===== src/rtl/core_struct_pkg.sv =====
// Shared core types: fetch FSM states, IF/ID pipeline slot and the canonical NOP encoding.
package core_struct;

   localparam int unsigned CORE_XLEN = 64;
   localparam int unsigned CORE_ILEN = 32;

   // addi x0,x0,0
   localparam logic [CORE_ILEN-1:0] NOP_INST = 32'h0000_0013;

   typedef enum logic [1:0] {
      FETCH = 2'd0,
      HOLD  = 2'd1,
      DROP  = 2'd2
   } fetch_state_t;

   typedef struct packed {
      logic                 valid;
      logic [CORE_XLEN-1:0] pc;
      logic [CORE_ILEN-1:0] inst;
   } if_id_t;

endpackage


===== src/rtl/if_id_fetch_stage.sv =====
// Fetch stage with IF/ID register: owns the PC, issues one imem request at a time,
// absorbs load-use stalls through a one-entry hold buffer and drops stale responses after a redirect.
module if_id_fetch_stage
   import core_struct::*;
#(
   parameter int unsigned            XLEN     = CORE_XLEN,
   parameter int unsigned            ILEN     = CORE_ILEN,
   parameter logic [XLEN-1:0]        RESET_PC = 64'h0,
   parameter logic [ILEN-1:0]        NOP_INST = core_struct::NOP_INST
) (
   input  logic            clk,
   input  logic            rstn,
   input  logic            stall,
   input  logic            flush,
   input  logic [XLEN-1:0] redirect_pc,
   output logic            imem_req,
   output logic [XLEN-1:0] imem_addr,
   input  logic            imem_ack,
   input  logic [ILEN-1:0] imem_rdata,
   output logic            id_valid,
   output logic [XLEN-1:0] id_pc,
   output logic [ILEN-1:0] id_inst
);

   localparam logic [XLEN-1:0] PC_STEP = XLEN'(3'd4);

   fetch_state_t    state_r,    state_s;
   logic [XLEN-1:0] pc_r,       pc_s;
   logic [XLEN-1:0] req_addr_r, req_addr_s;
   logic [ILEN-1:0] hold_buf_r, hold_buf_s;
   if_id_t          if_id_r,    if_id_s;

   assign imem_req  = rstn && (state_r != HOLD);
   assign imem_addr = req_addr_r;
   assign id_valid  = if_id_r.valid;
   assign id_pc     = if_id_r.pc;
   assign id_inst   = if_id_r.inst;

   // Next-state, PC, hold buffer and IF/ID slot; priority is flush > stall > ack
   always_comb begin
      state_s    = state_r;
      pc_s       = pc_r;
      req_addr_s = req_addr_r;
      hold_buf_s = hold_buf_r;
      if_id_s    = if_id_r;
      case (state_r)
         FETCH: begin
            if (flush) begin
               if_id_s.valid = 1'b0;
               if_id_s.inst  = NOP_INST;
               pc_s          = redirect_pc;
               // Without an ack the old request is still in flight, so its address must stay put
               if (imem_ack) begin
                  req_addr_s = redirect_pc;
               end else begin
                  state_s = DROP;
               end
            end else if (stall) begin
               if (imem_ack) begin
                  hold_buf_s = imem_rdata;
                  state_s    = HOLD;
               end else begin
                  hold_buf_s = hold_buf_r;
               end
            end else if (imem_ack) begin
               if_id_s    = '{valid: 1'b1, pc: pc_r, inst: imem_rdata};
               pc_s       = pc_r + PC_STEP;
               req_addr_s = pc_r + PC_STEP;
            end else begin
               if_id_s.valid = 1'b0;
               if_id_s.inst  = NOP_INST;
            end
         end
         HOLD: begin
            if (flush) begin
               if_id_s.valid = 1'b0;
               if_id_s.inst  = NOP_INST;
               pc_s          = redirect_pc;
               req_addr_s    = redirect_pc;
               state_s       = FETCH;
            end else if (!stall) begin
               if_id_s    = '{valid: 1'b1, pc: pc_r, inst: hold_buf_r};
               pc_s       = pc_r + PC_STEP;
               req_addr_s = pc_r + PC_STEP;
               state_s    = FETCH;
            end else begin
               state_s = HOLD;
            end
         end
         DROP: begin
            if_id_s.valid = 1'b0;
            if_id_s.inst  = NOP_INST;
            if (flush) begin
               pc_s = redirect_pc;
            end else begin
               pc_s = pc_r;
            end
            if (imem_ack) begin
               req_addr_s = pc_s;
               state_s    = FETCH;
            end else begin
               state_s = DROP;
            end
         end
         default: begin
            state_s = FETCH;
         end
      endcase
   end

   // State register with synchronous active-low reset
   always_ff @(posedge clk) begin
      if (!rstn) begin
         state_r    <= FETCH;
         pc_r       <= RESET_PC;
         req_addr_r <= RESET_PC;
         hold_buf_r <= NOP_INST;
         if_id_r    <= '{valid: 1'b0, pc: {XLEN{1'b0}}, inst: NOP_INST};
      end else begin
         state_r    <= state_s;
         pc_r       <= pc_s;
         req_addr_r <= req_addr_s;
         hold_buf_r <= hold_buf_s;
         if_id_r    <= if_id_s;
      end
   end

endmodule


===== config.mk =====
export PLATFORM = sky130hd
export DESIGN_NAME = if_id_fetch_stage
export DESIGN_NICKNAME = d
export VERILOG_FILES = /design/src/rtl/core_struct_pkg.sv /design/src/rtl/if_id_fetch_stage.sv
export SDC_FILE = /design/constraint.sdc
export NUM_CORES = 1
export LEC_CHECK = 0
export BUFFER_PORTS_ARGS = -buffer_cell sky130_fd_sc_hd__buf_2
export CORE_MARGIN = 2
export CORE_UTILIZATION = 55
export CTS_CLUSTER_DIAMETER = 40
export DETAILED_ROUTE_END_ITERATION = 7
export GPL_ROUTABILITY_DRIVEN = 1
export PLACE_DENSITY = 0.8
export SKIP_CTS_REPAIR_TIMING = 1
export SYNTH_ARGS = -nofsm -noshare
export SYNTH_HDL_FRONTEND = slang
export SYNTH_SLANG_ARGS = --single-unit

===== constraint.sdc =====
create_clock -name clk -period 7 [get_ports clk]
set_input_delay 0.7 -clock clk [delete_from_list [all_inputs] [get_ports clk]]
set_output_delay 0.7 -clock clk [all_outputs]
set_load 0.03 [all_outputs]

Word level (Yosys, flattened, before mapping):

Index checks and enable logic that the tools add are counted.

* flip-flop bits (word level): 259
* bits in latches: 0
* RAM bits: 0
* ROM bits: 0
* input bits: 101
* output and inout port bits: 162
* logic and storage cells: 66
* memories kept: 0

* add/sub/neg operators: 1
* multiply operators: 0
* divide/modulo/power cells: 0
* order comparisons: 0
* equality and inequality tests: 14
* shift-type cells: 0
* mux-type cells: 33
* bitwise logic cells: 1
* reduce and logical (&&, ||, !) cells: 10

Operator list (count)
* $mux 64: 12
* $pmux 64 s3: 2
* $mux 97: 2
* $pmux 64 s2: 1
* $mux 32: 3
* $pmux 32 s3: 1
* $add 64x3->64 const B: 1
* $ne 3x3->1 const B: 5
* $ne 2x2->1 const B: 6
* $mux 2: 5
* $reduce_and 4->1: 2
* $pmux 2 s3: 1
* $reduce_and 3->1: 2
* $reduce_and 6->1: 1
* $mux 1: 5
* $reduce_and 5->1: 1
* $pmux 1 s3: 1
* $reduce_bool 3->1: 1
* $eq 2x1->1 const B: 1
* $eq 2x2->1 const B: 1
* $logic_not 2->1: 1
* $ne 2x1->1 const B: 1
* $reduce_bool 2->1: 1
* $logic_and 1x1->1: 1
* $not 1->1: 1

Logic depth before layout (Yosys ltp):

Gate-level depths: netlist of the first run.

* depth after elaboration: 5
* gate-level depth with buffers: 10
* depth with buffers taken out: 8

Least setup slack after synthesis of the first run:

Ideal clock, no wire load.

* kind: flip-flop to flip-flop
* start point: register pc_r[2]
* end point: register pc_r[56]
* setup time: 0.130 ns
* data arrival time: 2.563 ns
* data required time: 6.870 ns
* slack: 4.307 ns
* cell stages (with the launch flop): 8
* buffers on the path: 0
* clock period less this slack: 2.693 ns
* cell sequence: dfxtp_1 -> ha_1 -> nand4_1 -> or4_2 -> nor4_1 -> mux2_2 -> a221oi_1 -> o22ai_1

* longest elaborated chain between the ends: 5
* elaborated cells on any way between the ends: 7
* those cells by class: add/sub (1); mux (6)

RTL lines
* from (decl): RTL line if_id_fetch_stage.sv:28 `logic [XLEN-1:0] pc_r, pc_s;`
* from (signal assigned): RTL line if_id_fetch_stage.sv:121 `pc_r <= pc_s;`
* $add 64x3->64 *: RTL line if_id_fetch_stage.sv:67, if_id_fetch_stage.sv:83
* $mux 64: RTL line if_id_fetch_stage.sv:65 `end else if (imem_ack) begin`
* $mux 64: RTL line if_id_fetch_stage.sv:58 `end else if (stall) begin`
* $mux 64: RTL line if_id_fetch_stage.sv:48 `if (flush) begin`
* $pmux 64 s3 *: RTL line if_id_fetch_stage.sv:46 `case (state_r)`

Every way passes the cells marked *; elsewhere a longest branch is shown, timed or not. The select of a mux whose other input is x is not followed.
A chain may end at the register's enable or synchronous reset.

Worst setup path after layout of the first run:

* start point: register state_r[0]
* end point: register req_addr_r[47] (netlist: imem_addr[47])

* longest elaborated chain between the ends: 3
* elaborated cells on any way between the ends: 10
* those cells by class: eq/ne (6); mux (1); reduce/logical (3)

RTL lines
* from (decl): RTL line if_id_fetch_stage.sv:27 `fetch_state_t state_r, state_s;`
* from (signal assigned): RTL line if_id_fetch_stage.sv:120 `state_r <= state_s;`
* $eq 2x1->1, or another cell as far along: RTL line if_id_fetch_stage.sv:46
* $ne 3x3->1 (no line), or another cell as far along
* $reduce_and 5->1 (no line)
* to (signal assigned): RTL line if_id_fetch_stage.sv:122 `req_addr_r <= req_addr_s;`
* to (decl): RTL line if_id_fetch_stage.sv:29 `logic [XLEN-1:0] req_addr_r, req_addr_s;`

Parallel ways exist; a longest one is shown, timed or not.

==> results.toml, run 1 <==
[final_layout]
syn_to_final_growth_pct = 20.6
finalNetCount = 1858
drive_gt1_share_pct = 20.8

[synthesis]
async_flop_share_pct = 0
syn_nets = 1689
syn-cell-area_um2 = 12300
yosys_most_used_dff = "dfxtp_1"
synth.distinct_cells = 67
synth_edf_count = 0
synth.avg_cell_area_um2 = 7.75
ys_seq_area_share_pct = 42.2
synthCells = 1583
synth-seq-cells = 259
yosys_warnings = 0

[sta]
fmax_mhz = 257
finClkSkew_ns = 0.0216
fin_crit_sh_pct = 55.6
grt_setup_unrepaired = "no"
period_needed_ns = 3.89
maxSlewViolCount = 0
fin_setup_tns_ns = 0
worstMarginPinSlew_ns = 1.35
maxSlewHeadroom_pct = 9.78
final.setup.worst_slack_ns = 3.11
hold_violations = 0
finalSetupViolations = 0

[routing]
vias = 12800
drt_iter0_markers = 1293
vias_per_cell = 6.20
finalWirelength_um = 39500
drc_errors = 0
route.antenna.remaining_nets = 0
wl_per_cell_um = 19.2
first_pass_iters = 5

[power_and_ir_drop]
power_frac_comb_pct = 21.9
vdd_ir_drop_max_uv = 269
p_leak_nw = 5.87
p_seq_share_pct = 37.3
clkPwrFrac_pct = 40.7
internal-power_mw = 3.21
p_sw_share_pct = 33.9
p_sw_mw = 1.65
powerDensity_nw_per_um2 = 328

[clock_tree]
path_clk_slew_ns = 0.06
ctsHtreeMaxLevel = 2
clock_sinks = 259
cts-root-buf = "clkbuf_16"
numCtsBuffers = 39
cts_buffer_depth = 3
clock_latency_ns = 0.53
cts_tree = "built"

[status]
outcome = "complete, no violations"

[setup_path]
endpoint_kind = "register"
start_kind = "register"
crit_slowest_cell = "nor2_1"
criticalPathCategory = "reg -> reg"
crit_required_ns = 7.44
crit_buf_inv = 2
cp_top_family = "simple AND/OR/NAND/NOR gates"
cp_slowest_stage_delay_ns = 1.12
worstPathArrival_ns = 4.33
worstPathMaxFanout = 76
path_cells = "inv_1, ha_1, o21ai_0, o22a_1, o21ai_4, buf_4, nor2_1, nand2_1, o22ai_1"

[global_route]
overflow = 0
antenna_found_initial = 4
grt_max_degree = 117
grt_pass1_wl_um = 62700
grt_pass1_vias = 12100
grt_usage_pct = 32.3

[floorplan]
die_x_um = 153
die_h_um = 153
core_um2 = 21900
die-area_um2 = 23500
io_pins = 263
start_util_pct = 56.1
fp-row-count = 54

[min_path]
min_path_type = "in -> reg"

[place]
place_congestion = 0.907
io_buffer_count = 262
dp_hpwl_um = 25500
place_ws_ns = 3.28

[flow_run]
cap_violations = 0
worst paths after layout:
check	start	endpoint	slack [ns]	cells after the start
worst max-delay path	state_r[0]	imem_addr[47]	3.11	9
worst min-delay path	imem_rdata[24]	hold_buf_r[24]	0.43	3
worst max register to register	state_r[0]	imem_addr[47]	3.11	9
worst min register to register	id_pc[23]	id_pc[23]	0.45	2
cells in the mapped netlist, drive strengths merged (4+ instances only):
cell	number	area, um^2
a22oi	11	82.6
mux2i	17	170
or4	9	68.8
a221oi	37	324
nand2b	6	37.5
o22ai	9	56.3
nor4	22	174
nand4	40	265
a21oi	156	781
nand4b	4	35.0
o211ai	11	82.6
or3	12	75.1
nand2	330	1240
inv	11	41.3
clkbuf	117	444
nand3	66	330
ha	5	62.6
and2	8	50.1
buf	32	191
o31ai	24	180
a21boi	4	30.0
a22o	5	43.8
o21a	9	67.6
nor3	62	315
nor2b	4	25.0
and4	13	114
a211oi	10	75.1
a31oi	7	43.8
xor2	18	158
and3	18	113
a32o	5	50.1
a21o	6	45.0
o2bb2ai	4	35.0
xnor2	30	263
o21ai	77	385
nor2	92	345
dfxtp	259	5180
registers in the layout, indices dropped and copies added (netlist names):
| register | cells |
|---|---|
| pc_r | 64 |
| imem_addr | 64 |
| state_r | 2 |
| id_valid | 1 |
| id_inst | 32 |
| id_pc | 64 |
| hold_buf_r | 32 |
logic make-up after synthesis:
logic type	synth area share [%]
AOI/OAI and AO/OA	19.9
xor gates and xnor gates	3.43
adders and majority gates	0.510
buffers and inverters	5.69
DFF	42.2
muxes	1.66
and+or+nand+nor	26.6
power groups by stage:
stage / sequential (mW) / combinational, mW / clock, mW
global route: 1.83 / 1.15 / 2.07
detailed placement: 1.83 / 1.04 / 0
finish: 1.81 / 1.07 / 1.98
CTS: 1.80 / 1.05 / 1.99
floorplan: 1.96 / 0.587 / 0
global placement: 1.83 / 1.03 / 0
layout make-up:
cell class | count | area, um^2
clock buffer | 43 | 1010
sequential | 259 | 5180
antenna | 1 | 2.50
multi-input combinational | 1161 | 6440
fill | 1809 | 7090
timing repair buffer | 279 | 1440
inverter | 12 | 50.0
clock inverter | 27 | 319
tap | 280 | 350
cell usage in the layout, fill, tap and decap left out, types with 17 or more instances in the layout:
master | Yosys | final
nand2_1 | 330 | 330
buf_2 | 12 | 261
dfxtp_1 | 259 | 259
a21oi_1 | 156 | 156
nor2_1 | 92 | 92
o21ai_0 | 77 | 76
nand3_1 | 66 | 66
nor3_1 | 61 | 59
nand4_1 | 39 | 39
clkbuf_16 | 0 | 39
a221oi_1 | 37 | 37
xnor2_1 | 30 | 30
o31ai_1 | 24 | 24
and3_1 | 18 | 18
xor2_1 | 18 | 18
nor4_1 | 19 | 18
buf_4 | 3 | 18
mux2i_1 | 17 | 17
tightest hold or removal path, stage by stage:
cell     delay [ns]
buf_2          0.11
nand2_1        0.05
a21oi_1        0.05
per-layer routing:
layer | global-route usage (%) | vias up | routed length, um
met5 | 0 | - | 38
met3 | 8.65 | 125 | 4170
met4 | 12.7 | 6 | 1450
li1 | - | 5973 | -
met2 | 51.9 | 689 | 18300
met1 | 41.4 | 5990 | 15600
per-stage QoR:
stage / hold slack [ns] / cells / area (um^2) / utilization [%] / total power, mW
final: 0.427 / 2062 / 14800 / 67.6 / 4.86
after detailed placement: 0.443 / 1991 / 13500 / 61.5 / 2.88
after floorplan: 0.436 / 1583 / 12300 / - / 2.55
after global routing: 0.432 / 2061 / 14800 / 67.6 / 5.05
after CTS: 0.412 / 2061 / 14800 / 67.6 / 4.85
after global placement: 0.440 / 1991 / 13500 / 61.5 / 2.86
No activity file was read; power rests on OpenSTA's default activity.
==> inputs of run 2 (changes only) <==
Settings changed: CORE_UTILIZATION 55 to 50, PLACE_DENSITY 0.8 to 0.77.
Clock period 7 ns to 3.4 ns, I/O delays scaled along.
==> run 2 against run 1 <==
- final area increased by 1.7%
- worst hold slack got worse by 0.36 ns
- critical endpoint is now pc_r[56]
- routed wire length increased by 0.92%
- core utilization decreased by 5.4 points
- worst setup slack got worse by 2.8 ns
==> results.toml, run 2 (synthesis results as in run 1) <==
[global_route]
overflow = 0
grt_pass1_wl_um = 63200
grt_usage_pct = 29.9
antenna_found_initial = 4
grt_pass1_vias = 12000
grt_max_degree = 91

[setup_path]
r2r_cells = 7
path_cells = "ha_1, nand4_1, or4_2, nor4_1, mux2_2, a221oi_1, o22ai_1"
criticalPathCategory = "reg -> reg"
cp_top_family = "simple AND/OR/NAND/NOR gates"
start_kind = "register"
endpoint = "pc_r[56]"
regToRegSetupSlack_ns = 0.26
rr_startpoint = "pc_r[2]"
cp_slowest_stage_delay_ns = 0.78
worstPathArrival_ns = 3.51
crit_slowest_cell = "or4_2"
crit_required_ns = 3.77
rr_endpoint = "pc_r[56]"
worstPathMaxFanout = 6
cp_num_cells = 7
cp-startpoint = "pc_r[2]"
endpoint_kind = "register"
crit_buf_inv = 0

[routing]
drt_iter0_markers = 1297
first_pass_iters = 6
route.antenna.remaining_nets = 0
vias_per_cell = 6.03
vias = 12800
drc_errors = 0
wl_per_cell_um = 18.8
finalWirelength_um = 39900

[power_and_ir_drop]
p_leak_nw = 5.97
vdd_ir_drop_max_uv = 473
powerDensity_nw_per_um2 = 665
finalPower_mw = 10.0

[clock_tree]
cts_tree = "built"
clock_latency_ns = 0.51
ctsHtreeMaxLevel = 2
cts-root-buf = "clkbuf_16"
cts_buffer_depth = 3
numCtsBuffers = 38
path_clk_slew_ns = 0.06
clock_sinks = 259

[sta]
fmax_mhz = 319
hold_violations = 0
maxSlewHeadroom_pct = 49.5
finalSetupViolations = 0
worstMarginPinSlew_ns = 0.748
fin_crit_sh_pct = 92.3
fin_setup_tns_ns = 0
period_needed_ns = 3.14
final.setup.worst_slack_ns = 0.261
grt_setup_unrepaired = "no"
finClkSkew_ns = 0.0143
maxSlewViolCount = 0

[final_layout]
finalNetCount = 1875
syn_to_final_growth_pct = 22.6
diodes = 0
final_core_util_pct = 62.2
layout.area.seq_um2 = 5180
layout_common_cells = "nand2_1, buf_2, dfxtp_1"
mostFrequentLayoutCell = "nand2_1"
final_cell_count_no_fill = 2120
drive_gt1_share_pct = 21.5
multi_input_area_um2 = 6440
nFillCells = 2128

[place]
place_congestion = 0.933
dp_hpwl_um = 27200
place_ws_ns = 0.314
io_buffer_count = 262
place_inst = 2053

[min_path]
min_path_type = "in -> reg"

[floorplan]
start_util_pct = 50.8
fp-row-count = 57
core_um2 = 24200
die_h_um = 161
die_x_um = 161
io_pins = 263
die-area_um2 = 25800

[status]
outcome = "complete, no violations"

[flow_run]
cap_violations = 0
## run 2: through the flow
step | hold WS (ns) | instance area (um^2)
6_report | 0.0680 | 15000
5_1_grt | 0.0721 | 15000
4_1_cts | 0.0574 | 15000
3_5_place_dp | 0.443 | 13700
3_3_place_gp | 0.439 | 13700
2_1_floorplan | 0.436 | 12300
## run 2: how the worst min path moves through the flow
stage,from,endpoint,cells after the start
global route,imem_rdata[12],hold_buf_r[12],3
finish,imem_rdata[13],hold_buf_r[13],3
floorplan,hold_buf_r[10],hold_buf_r[10],2
global placement,id_pc[34],id_pc[34],2
CTS,imem_rdata[12],hold_buf_r[12],3
detailed placement,id_pc[29],id_pc[29],2
## run 2: area by class of cell
| class | instances | area share [%] |
|---|---|---|
| inverter | 12 | 0.333 |
| clock buffer | 43 | 6.72 |
| clock inverter | 24 | 1.95 |
| tap | 324 | 2.69 |
| multi-input combinational | 1161 | 42.8 |
| timing repair buffer | 297 | 11.1 |
| sequential | 259 | 34.5 |
## run 2: where the power goes
| part | total, mW | internal, mW | switching (mW) |
|---|---|---|---|
| clock | 4.02 | 2.49 | 1.52 |
| combinational | 2.30 | 0.731 | 1.57 |
| sequential | 3.69 | 3.37 | 0.320 |
| total | 10.0 | 6.60 | 3.41 |
## run 2: tightest hold or removal path, stage by stage
cell and delay (ns):
buf_2 0.10, nand2_1 0.05, a21oi_1 0.05
## run 2: layer usage
metal | share of wire [%] | track usage [%] | vias to the layer above
met1 | 40 | 39.6 | 5994
li1 | - | - | 6002
met2 | 45 | 46.8 | 670
met3 | 11 | 8.37 | 104
met5 | 0.13 | 0 | -
met4 | 3.3 | 10.9 | 8
